File: src/rtl/pipeline_pkg.sv
// rtl/pipeline_pkg.sv - shared constants, state encoding and hazard helper for the pipeline control
package pipeline_pkg;

    localparam logic [1:0] TUSE_NONE       = 2'd3;
    localparam logic       MD_MULT         = 1'b0;
    localparam logic       MD_DIV          = 1'b1;
    localparam int         MULT_CYCLES_DEF = 5;
    localparam int         DIV_CYCLES_DEF  = 10;

    typedef enum logic {
        IDLE = 1'b0,
        BUSY = 1'b1
    } md_state_e;

    // One producer/consumer pair: the value is still in flight when needed sooner than it is ready.
    function automatic logic src_hazard(
        input logic       we,
        input logic [4:0] a3,
        input logic [4:0] src,
        input logic [1:0] tuse,
        input logic [1:0] tnew
    );
        return we && (a3 != 5'd0) && (a3 == src) && (tuse < tnew);
    endfunction

endpackage

File: src/rtl/md_busy_seq.sv
// rtl/md_busy_seq.sv - mult/div busy-window sequencer with remaining-cycle count and sticky restart error
module md_busy_seq
    import pipeline_pkg::*;
#(
    parameter int MULT_CYCLES = MULT_CYCLES_DEF,
    parameter int DIV_CYCLES  = DIV_CYCLES_DEF
) (
    input  logic       clk,
    input  logic       rst_n,
    input  logic       md_start,
    input  logic       md_type,
    output logic       md_busy,
    output logic [3:0] md_count,
    output logic       md_err
);

    localparam logic [3:0] MULT_LOAD = 4'(MULT_CYCLES);
    localparam logic [3:0] DIV_LOAD  = 4'(DIV_CYCLES);

    md_state_e  state_q, state_d;
    logic [3:0] count_q, count_d;
    logic       err_q, err_d;

    always_ff @(posedge clk or negedge rst_n) begin
        if (!rst_n) begin
            state_q <= IDLE;
            count_q <= 4'd0;
            err_q   <= 1'b0;
        end else begin
            state_q <= state_d;
            count_q <= count_d;
            err_q   <= err_d;
        end
    end

    always_comb begin
        state_d = state_q;
        count_d = count_q;
        err_d   = err_q;
        unique case (state_q)
            IDLE: begin
                if (md_start) begin
                    state_d = BUSY;
                    count_d = (md_type == MD_DIV) ? DIV_LOAD : MULT_LOAD;
                end
            end
            BUSY: begin
                // A restart while busy is flagged but never disturbs the running countdown.
                if (md_start) begin
                    err_d = 1'b1;
                end
                count_d = count_q - 4'd1;
                if (count_q == 4'd1) begin
                    state_d = IDLE;
                end
            end
            default: begin
                state_d = IDLE;
            end
        endcase
    end

    always_comb begin
        md_busy  = (state_q == BUSY);
        md_count = count_q;
        md_err   = err_q;
    end

endmodule

File: src/rtl/hazard_stall_ctrl.sv
// rtl/hazard_stall_ctrl.sv - Tuse/Tnew and mult/div stall decision with saturating stall-cycle counter
module hazard_stall_ctrl
    import pipeline_pkg::*;
#(
    parameter int MULT_CYCLES = MULT_CYCLES_DEF,
    parameter int DIV_CYCLES  = DIV_CYCLES_DEF
) (
    input  logic        clk,
    input  logic        reset,
    input  logic [4:0]  D_rs,
    input  logic [4:0]  D_rt,
    input  logic [1:0]  D_TuseRs,
    input  logic [1:0]  D_TuseRt,
    input  logic        D_isMD,
    input  logic        E_RegWrite,
    input  logic [4:0]  E_RegA3,
    input  logic [1:0]  E_Tnew,
    input  logic        M_RegWrite,
    input  logic [4:0]  M_RegA3,
    input  logic [1:0]  M_Tnew,
    input  logic        E_mdStart,
    input  logic        E_mdType,
    output logic        stall,
    output logic        mdBusy,
    output logic [3:0]  mdCount,
    output logic        mdErr,
    output logic [31:0] stallCnt
);

    logic        stall_data;
    logic        stall_md;
    logic [31:0] stall_cnt_q, stall_cnt_d;

    md_busy_seq #(
        .MULT_CYCLES (MULT_CYCLES),
        .DIV_CYCLES  (DIV_CYCLES)
    ) u_md_busy_seq (
        .clk      (clk),
        .rst_n    (reset),
        .md_start (E_mdStart),
        .md_type  (E_mdType),
        .md_busy  (mdBusy),
        .md_count (mdCount),
        .md_err   (mdErr)
    );

    always_comb begin
        stall_data = src_hazard(E_RegWrite, E_RegA3, D_rs, D_TuseRs, E_Tnew)
                   | src_hazard(E_RegWrite, E_RegA3, D_rt, D_TuseRt, E_Tnew)
                   | src_hazard(M_RegWrite, M_RegA3, D_rs, D_TuseRs, M_Tnew)
                   | src_hazard(M_RegWrite, M_RegA3, D_rt, D_TuseRt, M_Tnew);
        // The mult/div start in E already occupies HI/LO, before the sequencer reports busy.
        stall_md   = D_isMD && (E_mdStart || mdBusy);
        stall      = stall_data || stall_md;
    end

    always_comb begin
        stall_cnt_d = stall_cnt_q;
        if (stall && (stall_cnt_q != 32'hFFFF_FFFF)) begin
            stall_cnt_d = stall_cnt_q + 32'd1;
        end
    end

    always_ff @(posedge clk or negedge reset) begin
        if (!reset) begin
            stall_cnt_q <= 32'd0;
        end else begin
            stall_cnt_q <= stall_cnt_d;
        end
    end

    assign stallCnt = stall_cnt_q;

endmodule

File: config.mk
export PLATFORM = sky130hd
export DESIGN_NAME = hazard_stall_ctrl
export DESIGN_NICKNAME = d
export VERILOG_FILES = /design/src/rtl/pipeline_pkg.sv /design/src/rtl/md_busy_seq.sv /design/src/rtl/hazard_stall_ctrl.sv
export SDC_FILE = /design/constraint.sdc
export NUM_CORES = 1
export LEC_CHECK = 0
export ABC_AREA = 1
export CAP_MARGIN = 40
export CORE_UTILIZATION = 50
export DETAILED_ROUTE_END_ITERATION = 8
export PLACE_DENSITY_LB_ADDON = 0.3
export SYNTH_ARGS = -nofsm -noshare
export SYNTH_HDL_FRONTEND = slang
export SYNTH_HIERARCHICAL = 1
export SYNTH_SLANG_ARGS = --single-unit
File: constraint.sdc
create_clock -name clk -period 2.1 [get_ports clk]
set_input_delay 0.42 -clock clk [delete_from_list [all_inputs] [get_ports clk]]
set_output_delay 0.42 -clock clk [all_outputs]
set_load 0.01 [all_outputs]
# --- Word-level counts from Yosys, hierarchy flattened ---
# Index checks and enable logic that the tools add are counted.
totals:
  word_cells: 44
  ff_bits: 38
  out_inout_bits: 39
op_classes:
  add_sub_neg: 2
  n_eq_ne: 7
  reduce_logical: 17
  n_mux: 6
  bitwise_logic: 4
  order_cmp: 4
ops:
  columns: ["op", "count"]
  rows:
  - ["$add A32 B1 Y32 const B", 1]
  - ["$ne A32 B32 Y1 const B", 1]
  - ["$eq A5 B5 Y1", 4]
  - ["$logic_and A1 B1 Y1", 12]
  - ["$reduce_bool A5 Y1", 2]
  - ["$lt A2 B2 Y1", 4]
  - ["$mux W4", 2]
  - ["$pmux W4 S2", 1]
  - ["$eq A4 B1 Y1 const B", 1]
  - ["$sub A4 B1 Y4 const B", 1]
  - ["$or A1 B1 Y1", 3]
  - ["$logic_or A1 B1 Y1", 2]
  - ["$mux W1", 2]
  - ["$ne A2 B2 Y1 const B", 1]
  - ["$pmux W1 S2", 1]
  - ["$reduce_and A2 Y1", 1]
  - ["$not A1 Y1", 1]

# --- Depth between registers and ports, before layout ---
depth:
  word_depth: 9
  ltp_mapped: 14
  depth_no_buf: 13

# --- Modules after synthesis ---
# Netlist, hierarchy kept.
by_module_without_submodules:
  columns: ["module", "seq_area_each_um2", "area_each_um2", "n_inst", "cells_each"]
  rows:
  - ["hazard_stall_ctrl", 800.8, 2636.3, 1, 413]
  - ["md_busy_seq", 150.1, 327.8, 1, 39]

# --- Least setup slack after synthesis ---
# Ideal clock, no wire load.
synth_path:
  kind: "in2out"
  start: "input port M_Tnew[1]"
  end: "output port stall"
  t_arrival_ns: 1.407
  path_buffers: 1
  path_stages: 10
  setup_slack_ns: 0.273
  path_cell_list: "inv_1 -> ha_1 -> o21ai_0 -> nand2_1 -> nor2_1 -> nand2_1 -> nand2_1 -> nand2_1 -> nand3_2 -> buf_2"
synth_via:
  elab_chain_len: 5
  word_cells_on_any_way: 7
  classes_between: "2 x order compare; 2 x bitwise; 3 x reduce/logical"
synth_rtl:
  columns: ["element", "line", "rtl"]
  rows:
  - ["start, declared", "hazard_stall_ctrl.sv:20", "input logic [1:0] M_Tnew,"]
  - ["$lt A2 B2 Y1", "pipeline_pkg.sv:23", "return we && (a3 != 5'd0) && (a3 == src) && (tuse < tnew);"]
  - ["$logic_and A1 B1 Y1", "pipeline_pkg.sv:23", null]
  - ["$or A1 B1 Y1", "hazard_stall_ctrl.sv:50", "| src_hazard(M_RegWrite, M_RegA3, D_rs, D_TuseRs, M_Tnew)"]
  - ["$or A1 B1 Y1 (*)", "hazard_stall_ctrl.sv:51", "| src_hazard(M_RegWrite, M_RegA3, D_rt, D_TuseRt, M_Tnew);"]
  - ["$logic_or A1 B1 Y1 (*)", "hazard_stall_ctrl.sv:54", "stall = stall_data || stall_md;"]
  - ["end, declared", "hazard_stall_ctrl.sv:23", "output logic stall,"]
# Every way passes the cells marked *; elsewhere a longest branch is shown, timed or not.

# --- Final worst setup path ---
layout_path:
  start: "input port D_TuseRt[1]"
  end: "output port stall"
layout_via:
  elab_chain_len: 6
  word_cells_on_any_way: 8
  classes_between: "2 x order compare; 3 x bitwise; 3 x reduce/logical"
layout_rtl:
  columns: ["element", "line", "rtl"]
  rows:
  - ["start, declared", "hazard_stall_ctrl.sv:13", "input logic [1:0] D_TuseRt,"]
  - ["$lt A2 B2 Y1", "pipeline_pkg.sv:23", null]
  - ["$logic_and A1 B1 Y1", "pipeline_pkg.sv:23", null]
  - ["$or A1 B1 Y1", "hazard_stall_ctrl.sv:49", "| src_hazard(E_RegWrite, E_RegA3, D_rt, D_TuseRt, E_Tnew)"]
  - ["$or A1 B1 Y1", "hazard_stall_ctrl.sv:50", null]
  - ["$or A1 B1 Y1 (*)", "hazard_stall_ctrl.sv:51", null]
  - ["$logic_or A1 B1 Y1 (*)", "hazard_stall_ctrl.sv:54", null]
# Marked as above.

==> summary.md <==
| Metric | Value |
|---|---|
| Critical Path RT | `1.68 ns` |
| Clk pwr share | `0.214` |
| Share of power burned in combinational logic | `0.402` |
| Maximum vdd drop | `0.700 mV` |
| Cts hold-fix bufs | `0` |
| Non-filler instance count after layout | `613` |
| Clk sinks | `38` |
| Static Leak | `between 0.002 and 0.0025 uW` |
| Reg2Reg Launch Point | `stallCnt[0]` |
| IO Count | `74` |
| Mean Syn Cell Area | `6.56 um2` |
| #FFs+latches synth | `38` |
| Synth warn | `6` |
| Final Hold Fails | `0` |
| Routed WL | `8190 um` |
| Max cap viols | `0` |
| Worst setup EP type | `output port` |
| Vias | `between 3000 and 4000` |
| Placer Congestion | `1.00` |
| WS Path Type | `primary input to output port` |
| Mapped Cells | `452` |
| CORE AREA | `0.00561 mm2` |
| Clock Skew | `0.00271 ns` |
| Fillcell total | `504` |
| Synth Cell Area | `0.00296 mm2` |
| # H-tree levels | `2` |
| CTS tree | `yes` |
| Starting DRT DRC Count | `approximately 220` |
| Diode count | `0` |
| Worst r2r dst | `stallCnt[12]` |
| R2R cell count | `9` |
| Final period util | `0.954` |
| Minimum clock period | `~2 ns` |
| Seq pwr share | `0.384` |
| Root buffer cell | `clkbuf_8` |
| Num CTS Buffers | `5` |
| Vias/cell | `5.20` |
| RSZ-0062 raised after global routing | `no` |
| DP Worst Slack | `-0.566 ns` |
| Design area | `between 0.004 and 0.005 mm2` |
| PortBufs | `73` |
| DIE AREA | `0.00624 mm2` |
| Max frequency | `0.499 GHz` |
| Area growth from synthesis to layout | `35.4%` |
| Pwr per Cell Area | `between 600 and 700 mW/mm2` |
| Total grt overflow | `0` |
| Largest area contributor in the netlist | `dfrtp_1` |
| Worst Hold Class | `primary input to asynchronous set/reset pin` |
| Clk pin slew, worst setup/hold paths | `0.07 ns` |
| Area post-placement | `a little under 0.004 mm2` |
| Postcts setup bufs | `0` |
| Routed WL per cell | `about 13 um` |
| Layout cells sized above 1 | `0.0998` |
| Switching pwr | `between 800 and 900 uW` |
| Pin count of the biggest net entering global routing | `35` |
| Num rows | `27` |
| Clock buffer depth | `2` |
| Final core occ | `0.716` |
| Area contributors post-synth | `dfrtp_1, nand2_1, nand3_1, nor2_1, xor2_1` |
| Register area share after synthesis | `0.321` |
| Main synth FF type | `dfrtp_1` |
| Final setup margin | `0.0964 ns` |
| Number of routed nets with antenna violations | `0` |
| Synthesized net count | `a little under 500` |
| Int Power | `roughly 1600 uW` |
| Drt pass-1 iters | `5` |
| Worst path arrival time | `1.58 ns` |
| First-pass GRT wire length | `13600 um` |
| Die Y | `just under 80 um` |
| Antenna violations before repair | `0` |
| Worst Max-Slew Pin Slew | `approximately 0.55 ns` |
| Status | `finished, final reports clean` |
| Die width | `79.0 um` |
| DRC Markers | `0` |
| Placed insts | `605` |
| R2r setup slk | `0.21 ns` |
| Switching share of power | `0.363` |
| Final setup vio count | `0` |
| Max-slew violations | `0` |
| Synth cell types | `32` |
| Total track usage | `0.279` |
| Starting density of the core | `0.529` |
| Share of the synthesized area in the top cell type | `0.321` |
| # nets final | `between 500 and 600` |
| CP max FO | `2` |
| Clk_lat worst skew | `0.29 ns` |
| Crit path launch type | `primary input` |
| Post-synth EDFFs | `0` |
| Slew headroom | `0.631` |
| Vias in the first global route | `2973` |
| Post-synth ARST share | `1.00` |
| Post-detail-place hpwl | `6460 um` |
| Tightest hold margin | `0.108 ns` |
## Yosys cell counts, types with 2 or more instances
cell      instances
buf_6             3
inv_2             2
o21ai_1           3
o21ai_0           8
nor3_1            9
buf_2             4
nand3_2           4
nand2_4           2
ha_1              7
nand3_1          47
nor2_1           50
o21bai_1          2
xor2_1           20
inv_1            46
nand2_1         174
a21oi_1           3
nand4_1           4
dfrtp_1          38
clkbuf_1          2
nand3b_1          2
nor2_4            2
xnor2_1          10
## state kept, by name, indices dropped and copies added (netlist names)
register / flops
stallCnt: 32
u_md_busy_seq/md_err: 1
u_md_busy_seq/md_count: 4
u_md_busy_seq/md_busy: 1
## routing by layer
metal / global-route usage / up-vias / wire, um
li1: - / 1596 / -
met1: 0.390 / 1478 / 3780
met2: 0.460 / 106 / 3850
met3: 0.0379 / 9 / 480
met4: 0.0545 / 0 / 78
met5: 0 / - / 0
## cell families after synthesis
kind of cell             Yosys count  share of synthesized area
adder cells (fa/ha/maj)            7                     0.0295
AO/OA/AOI/OAI                     19                     0.0363
XOR/XNOR                          30                     0.0886
buffers and inverters             57                     0.0815
AND/OR/NAND/NOR                  301                      0.443
flip-flops                        38                      0.321
## stage by stage
step | total power [uW] | setup TNS, ns
3_3_place_gp | 1890 | -12.30
3_5_place_dp | 1930 | -14.27
6_report | 2450 | 0
2_1_floorplan | 1460 | 0
4_1_cts | 2460 | 0
5_1_grt | 2600 | 0
## how the worst max path moves through the flow
stage	end	slack, ns	cells past startpoint	from
2_1_floorplan	stall	0.27	10	M_Tnew[1]
3_3_place_gp	stall	-0.53	11	M_Tnew[1]
3_5_place_dp	stall	-0.57	11	E_Tnew[1]
4_1_cts	stall	0.006	10	D_rt[0]
5_1_grt	stall	0.002	10	D_TuseRt[1]
6_report	stall	0.1	10	D_TuseRt[1]
## power groups by stage
stage	logic, uW	registers (uW)	clock network (uW)
finish	985	942	524
global route	1080	956	566
CTS	982	942	537
detailed placement	974	955	0
global placement	945	949	0
floorplan	459	1000	0
## cell usage in the layout, fill, tap and decap left out, types with 9 or more instances in the layout
cell type / count
nand2_1: 174
nand3_1: 47
clkdlybuf4s50_1: 43
dlymetal6s2s_1: 19
xnor2_1: 10
inv_2: 9
dfrtp_1: 38
nor2_1: 49
buf_4: 15
xor2_1: 20
inv_1: 39
## critical path: stages
cell and delay [ns]:
dlygate4sd2_1 0.26, ha_1 0.27, o21ai_1 0.08, nand2_1 0.06
nor2_1 0.09, nand2_1 0.06, nand2_1 0.06, nand2_1 0.06
nand3_2 0.11, buf_6 0.12
## final cells by class
class / instances / area (um2) / share of cell area
multi-input cells: 357 / 1800 / 0.448
clock inverters: 1 / 5.00 / 0.00125
inverters: 48 / 180 / 0.0449
flip-flops and latches: 38 / 951 / 0.237
repair buffers: 90 / 901 / 0.225
well taps: 72 / 90.1 / 0.0225
clock buffers: 7 / 86.3 / 0.0215
## what timing repair did
action / CTS / global route
gates resized for setup: 23 / 31
pin swaps: 9 / 11
endpoints found under the setup margin: 32 / 32
Note: power is estimated with default switching activity, not from simulation.
